## config.mk

```make
export PLATFORM = sky130hd
export DESIGN_NAME = casio
export DESIGN_NICKNAME = d
export VERILOG_FILES = /design/src/rtl/casio_pkg.sv /design/src/rtl/casio_digit_editor.sv /design/src/rtl/casio.sv
export SDC_FILE = /design/constraint.sdc
export NUM_CORES = 1
export LEC_CHECK = 0
export ABC_AREA = 1
export CORE_MARGIN = 4
export CORE_UTILIZATION = 60
export DETAILED_ROUTE_END_ITERATION = 10
export PLACE_DENSITY = 0.85
export SYNTH_ARGS = -nofsm -noshare
export SYNTH_HDL_FRONTEND = slang
export SYNTH_SLANG_ARGS = --single-unit
```

## constraint.sdc

```tcl
create_clock -name clk -period 4.3 [get_ports clk]
set_input_delay 1.075 -clock clk [delete_from_list [all_inputs] [get_ports clk]]
set_output_delay 1.075 -clock clk [all_outputs]
set_load 0.05 [all_outputs]
```

## src/rtl/casio_pkg.sv

```systemverilog
// Shared types and limits for the casio wristwatch core.
package casio_pkg;

  typedef enum logic [1:0] {
    MODE_TIME      = 2'd0,
    MODE_SET_TIME  = 2'd1,
    MODE_SET_ALARM = 2'd2,
    MODE_STOPWATCH = 2'd3
  } mode_t;

  // 0 hour-tens, 1 hour-units, 2 minute-tens, 3 minute-units
  typedef logic [1:0] digit_idx_t;

  localparam logic [5:0] MAX_SEC  = 6'd59;
  localparam logic [5:0] MAX_MIN  = 6'd59;
  localparam logic [4:0] MAX_HOUR = 5'd23;

endpackage

```

## src/rtl/casio_digit_editor.sv

```systemverilog
// Four-digit BCD HH:MM entry buffer with digit index and a same-edge commit strobe.
// When toggle and confirm are pressed together, toggle wins.
module casio_digit_editor
  import casio_pkg::*;
(
  input  logic       clk,
  input  logic       rst,
  input  logic       load,
  input  logic [4:0] load_hours,
  input  logic [5:0] load_minutes,
  input  logic       active,
  input  logic       toggle_p,
  input  logic       confirm_p,
  output logic [4:0] buf_hours,
  output logic [5:0] buf_minutes,
  output logic       commit
);

  logic [1:0] ht;
  logic [3:0] hu;
  logic [2:0] mt;
  logic [3:0] mu;
  digit_idx_t idx;

  assign buf_hours   = 5'(ht) * 5'd10 + 5'(hu);
  assign buf_minutes = 6'(mt) * 6'd10 + 6'(mu);
  assign commit      = active & confirm_p & ~toggle_p & (idx == 2'd3);

  always_ff @(posedge clk or negedge rst) begin
    if (!rst) begin
      ht  <= '0;
      hu  <= '0;
      mt  <= '0;
      mu  <= '0;
      idx <= '0;
    end else if (load) begin
      ht  <= 2'(load_hours / 5'd10);
      hu  <= 4'(load_hours % 5'd10);
      mt  <= 3'(load_minutes / 6'd10);
      mu  <= 4'(load_minutes % 6'd10);
      idx <= '0;
    end else if (active && toggle_p) begin
      case (idx)
        2'd0: begin
          if (ht == 2'd2) begin
            ht <= 2'd0;
          end else begin
            ht <= ht + 2'd1;
            // reaching 2x must not leave an illegal 24..29
            if (ht == 2'd1 && hu > 4'd3) hu <= 4'd0;
          end
        end
        2'd1: hu <= (hu == ((ht == 2'd2) ? 4'd3 : 4'd9)) ? 4'd0 : hu + 4'd1;
        2'd2: mt <= (mt == 3'd5) ? 3'd0 : mt + 3'd1;
        default: mu <= (mu == 4'd9) ? 4'd0 : mu + 4'd1;
      endcase
    end else if (active && confirm_p) begin
      idx <= idx + 2'd1;
    end
  end

endmodule

```

## src/rtl/casio.sv

```systemverilog
// Wristwatch core: time of day, time/alarm entry, alarm ringer and lap stopwatch.
module casio
  import casio_pkg::*;
(
  input  logic       clk,
  input  logic       rst,
  input  logic       toggle,
  input  logic       confirm,
  input  logic       Mode,
  output logic [4:0] hours,
  output logic [5:0] minutes,
  output logic       ring,
  output logic [5:0] LapM,
  output logic [5:0] LapS
);

  mode_t mode_q, mode_d;
  logic toggle_q, confirm_q, mode_btn_q;
  logic toggle_p, confirm_p, mode_p;
  logic [4:0] tod_h, al_h, t_buf_h, a_buf_h;
  logic [5:0] tod_m, tod_s, al_m, t_buf_m, a_buf_m;
  logic t_commit, a_commit, armed, silenced, match, sil_press;
  logic sw_run, sw_mode;
  logic [5:0] sw_m, sw_s, sw_m_n, sw_s_n;

  assign toggle_p  = toggle & ~toggle_q;
  assign confirm_p = confirm & ~confirm_q;
  assign mode_p    = Mode & ~mode_btn_q;

  always_ff @(posedge clk or negedge rst) begin
    if (!rst) begin
      mode_q     <= MODE_TIME;
      toggle_q   <= 1'b0;
      confirm_q  <= 1'b0;
      mode_btn_q <= 1'b0;
    end else begin
      mode_q     <= mode_d;
      toggle_q   <= toggle;
      confirm_q  <= confirm;
      mode_btn_q <= Mode;
    end
  end

  always_comb begin
    mode_d  = mode_q;
    hours   = tod_h;
    minutes = tod_m;
    if (mode_p) mode_d = mode_t'(mode_q + 2'd1);
    case (mode_q)
      MODE_SET_TIME:  begin hours = t_buf_h; minutes = t_buf_m; end
      MODE_SET_ALARM: begin hours = a_buf_h; minutes = a_buf_m; end
      // hours field is 5 bits wide, so stopwatch minutes show modulo 32
      MODE_STOPWATCH: begin hours = 5'(sw_m); minutes = sw_s; end
      default: ;
    endcase
  end

  casio_digit_editor u_time_edit (
    .clk(clk), .rst(rst),
    .load(mode_p && mode_d == MODE_SET_TIME),
    .load_hours(tod_h), .load_minutes(tod_m),
    .active(mode_q == MODE_SET_TIME && !mode_p),
    .toggle_p(toggle_p), .confirm_p(confirm_p),
    .buf_hours(t_buf_h), .buf_minutes(t_buf_m), .commit(t_commit)
  );

  casio_digit_editor u_alarm_edit (
    .clk(clk), .rst(rst),
    .load(mode_p && mode_d == MODE_SET_ALARM),
    .load_hours(al_h), .load_minutes(al_m),
    .active(mode_q == MODE_SET_ALARM && !mode_p),
    .toggle_p(toggle_p), .confirm_p(confirm_p),
    .buf_hours(a_buf_h), .buf_minutes(a_buf_m), .commit(a_commit)
  );

  always_ff @(posedge clk or negedge rst) begin
    if (!rst) begin
      tod_h <= '0;
      tod_m <= '0;
      tod_s <= '0;
    end else begin
      tod_s <= (tod_s == MAX_SEC) ? 6'd0 : tod_s + 6'd1;
      if (t_commit) begin
        tod_h <= t_buf_h;
        tod_m <= t_buf_m;
      end else if (tod_s == MAX_SEC) begin
        if (tod_m == MAX_MIN) begin
          tod_m <= 6'd0;
          tod_h <= (tod_h == MAX_HOUR) ? 5'd0 : tod_h + 5'd1;
        end else begin
          tod_m <= tod_m + 6'd1;
        end
      end
    end
  end

  assign match     = armed && tod_h == al_h && tod_m == al_m;
  assign sil_press = mode_q == MODE_TIME && confirm_p && !mode_p;

  always_ff @(posedge clk or negedge rst) begin
    if (!rst) begin
      armed    <= 1'b0;
      al_h     <= '0;
      al_m     <= '0;
      silenced <= 1'b0;
      ring     <= 1'b0;
    end else begin
      if (a_commit) begin
        al_h  <= a_buf_h;
        al_m  <= a_buf_m;
        armed <= 1'b1;
      end
      silenced <= match & (silenced | sil_press);
      ring     <= match & ~silenced & ~sil_press;
    end
  end

  assign sw_mode = mode_q == MODE_STOPWATCH && !mode_p;

  always_comb begin
    sw_s_n = sw_s;
    sw_m_n = sw_m;
    if (sw_run) begin
      if (sw_s == MAX_SEC) begin
        sw_s_n = 6'd0;
        sw_m_n = (sw_m == MAX_MIN) ? 6'd0 : sw_m + 6'd1;
      end else begin
        sw_s_n = sw_s + 6'd1;
      end
    end
  end

  always_ff @(posedge clk or negedge rst) begin
    if (!rst) begin
      sw_run <= 1'b0;
      sw_m   <= '0;
      sw_s   <= '0;
      LapM   <= '0;
      LapS   <= '0;
    end else begin
      sw_m <= sw_m_n;
      sw_s <= sw_s_n;
      if (sw_mode && toggle_p) begin
        sw_run <= ~sw_run;
      end else if (sw_mode && confirm_p) begin
        if (sw_run) begin
          LapM <= sw_m_n;
          LapS <= sw_s_n;
        end else begin
          sw_m <= 6'd0;
          sw_s <= 6'd0;
        end
      end
    end
  end

endmodule

```

==> results.sh <==
export IMPL_hold_path_class="flip-flop to flip-flop"
export IMPL_track_usage_pct=25.49
export IMPL_synthFlopType="dfrtp_1"
export IMPL_rows=37
export IMPL_grt_max_degree=46
export IMPL_first_global_vias=5415
export IMPL_arrival_ps=3080
export IMPL_start_kind="flip-flop"
export IMPL_drt_pass1_iterations=6
export IMPL_powerDensity_nw_per_um2=777.0
export IMPL_hold_viol_final=0
export IMPL_numCtsBuffers=9
export IMPL_io_buffers=28
export IMPL_finalSetupViolations=0
export IMPL_fmaxAchievable_ghz=0.2407
export IMPL_die_h_um=112.1
export IMPL_synthTopCellsByArea="dfrtp_1 35%, nand2_1 9.6%, ha_1 9.2%, o21ai_0 6.8%, inv_1 6.4%"
export IMPL_path_max_fanout=5
export IMPL_ant_nets=0
export IMPL_io_pins=29
export IMPL_synthToLayoutAreaGrowth_pct=9.166
export IMPL_place_congestion=0.9155
export IMPL_ctsHoldBuffers=0
export IMPL_reg2reg_depth=11
export IMPL_synth_common_cells="167 x nand2_1, 110 x inv_1, 91 x dfrtp_1, 88 x o21ai_0, 72 x nand3_1"
export IMPL_hold_start="tod_s[0]"
export IMPL_drive_gt1_share_pct=8.210
export IMPL_rr_endpoint="u_alarm_edit.hu[2]"
export IMPL_yosys_area_top_type="dfrtp_1"
export IMPL_cts_max_path_buffers=2
export IMPL_synthArstFlopShare_pct=100.0
export IMPL_crit_type="flip-flop to output port"
export IMPL_synth_cells=850
export IMPL_worstPathRequired_ps=3220
export IMPL_htree_levels=3
export IMPL_yosys_area_top_type_share_pct=35.05
export IMPL_antenna_found_initial=0
export IMPL_worst_slew_pin_slew_ps=667.1
export IMPL_setup_slack_ps=145.6
export IMPL_clock_sinks=91
export IMPL_place_hpwl_mm=11.56
export IMPL_min_period_over_period_pct=96.61
export IMPL_p_leak_nw=3.433
export IMPL_r2r_setup_slack_ps=1960
export IMPL_ys_types=52
export IMPL_clk_latency_ps=400
export IMPL_finalPower_mw=5.512
export IMPL_synth_seq_cells=91
export IMPL_routed_wl_mm=15.49
export IMPL_cts_root_buf="clkbuf_8"
export IMPL_clkTransAtPathRegs_ps=90
export IMPL_max_cap_viol_count=0
export IMPL_synth_most_common_cell="nand2_1"
export IMPL_yosys_warnings=0
export IMPL_dieArea_um2=12560
export IMPL_crit_end="minutes[5]"
export IMPL_vias=5891
export IMPL_die_x_um=112.1
export IMPL_grt_pass1_wl_mm=26.12
export IMPL_relSlewSlack_pct=55.53
export IMPL_syn_nets=907
export IMPL_slew_violations=0
export IMPL_worstReg2RegStart="mode_q[0]"
export IMPL_holdWs_ps=471.0
export IMPL_setup_tns_ps=0
export IMPL_syn_area_per_cell_um2=7.644
export IMPL_antenna_cells=0
export IMPL_synth_edf_count=0
export IMPL_drt_iter0_drc=618
export IMPL_ir_drop_uv=719.1
export IMPL_grt_ovfl_total=0
export IMPL_end_kind="output port"
export IMPL_fin_area_um2=7093
export IMPL_startpoint="u_alarm_edit.mt[2]"
export IMPL_core_um2=10420
export IMPL_wl_per_cell_um=15.29
export IMPL_placed_area_um2=6842
export IMPL_cts_tree="done"
export IMPL_pre_cts_ws_ps=543.1
export IMPL_drc=0
export IMPL_seq_area_frac_synth_pct=35.05
export IMPL_fin_skew_ps=10.67
export IMPL_vias_per_cell=5.815
export IMPL_fin_nets=929
export IMPL_start_util_pct=62.38
export IMPL_synth_area_um2=6497
export IMPL_rsz0062_at_grt="false"
export IMPL_final_min_clock_period_ps=4154
export IMPL_outcome="completed"
[worst min path at each step]
stage               endpoint  depth (start not counted)
finish              tod_s[0]                          1
global route        tod_s[0]                          1
CTS                 tod_s[0]                          1
detailed placement  tod_s[0]                          1
global placement    tod_s[0]                          1
floorplan           tod_s[0]                          1
[metrics by stage]
step	instances	util, %
after global routing	1013	68.10
after global placement	997	65.68
final	1013	68.10
after detailed placement	997	65.68
after floorplan	850	-
after CTS	1013	68.07
[power by group]
| part | total [mW] | internal, mW | switching (mW) |
|---|---|---|---|
| sequential | 1.53 | 1.14 | 0.389 |
| clock | 0.737 | 0.403 | 0.334 |
| combinational | 3.24 | 1.13 | 2.11 |
| total | 5.51 | 2.68 | 2.83 |
[final cells by class]
cell class	count	area, um^2
clock buffer	10	137.6
clock inverter	6	111.4
fill	885	3323
inverter	127	483.0
multi-input combinational	611	3603
sequential	91	2277
tap	136	170.2
timing repair buffer	32	310.3
[routing by layer]
layer  vias up  GRT usage [%]  part of all wire, %
li1       2872              -                    -
met3        28          5.499                  8.2
met5         -              0                    0
met1      2733          35.29                   44
met4         0          10.26                  2.1
met2       258          39.29                   46
[logic make-up (layout without fill, tap and decap cells)]
group / Yosys count / count (layout) / share of synthesized area (%)
adder cells (fa/ha/maj): 52 / 52 / 10.48
AND/OR/NAND/NOR: 336 / 336 / 23.80
AO/OA/AOI/OAI: 195 / 195 / 17.41
buffers and inverters: 148 / 175 / 9.494
flip-flops: 91 / 91 / 35.05
XOR/XNOR: 28 / 28 / 3.774
[flip-flops by register name, summed over array words and instances (netlist names), 5 cells and up]
signal  cells
al_m        6
sw_s        6
tod_m       6
LapS        6
tod_h       5
tod_s       6
al_h        5
LapM        6
sw_m        6
[worst max-delay path, cell delays in order (launching register included)]
cell and delay, ps:
dfrtp_1 440, ha_1 290, ha_1 350, nand2_1 70, nand2_1 50, nand2_1 50, xnor2_1 220, nand2_1 80
o21ai_0 110, o22ai_1 150, inv_1 80, clkdlybuf4s50_1 790
[cell usage in the layout, fill, tap and decap left out, types with 3 or more instances in the layout]
cell,n
buf_4,5
nand2_2,7
o2111ai_1,5
nor2_1,52
clkbuf_8,10
a31oi_1,5
nor4_1,3
nand2_1,167
o22ai_1,12
a21oi_1,40
o21ai_1,14
fa_1,4
o211ai_1,4
inv_1,110
nand4_1,7
dfrtp_1,91
inv_2,14
nand3_1,72
a221oi_1,6
o21ai_0,88
nor3_1,8
clkdlybuf4s50_1,26
ha_1,48
a21oi_2,3
xor2_1,21
xnor2_1,7
nand2_4,3
bufinv_16,3
a21o_1,3
nand3_2,3
nor2_2,3
[repair_timing]
item	in CTS	in global routing
buffers inserted	0	0
endpoints found under the setup margin	0	1
resized for setup	0	1
Note: power is estimated with default switching activity, not from simulation.
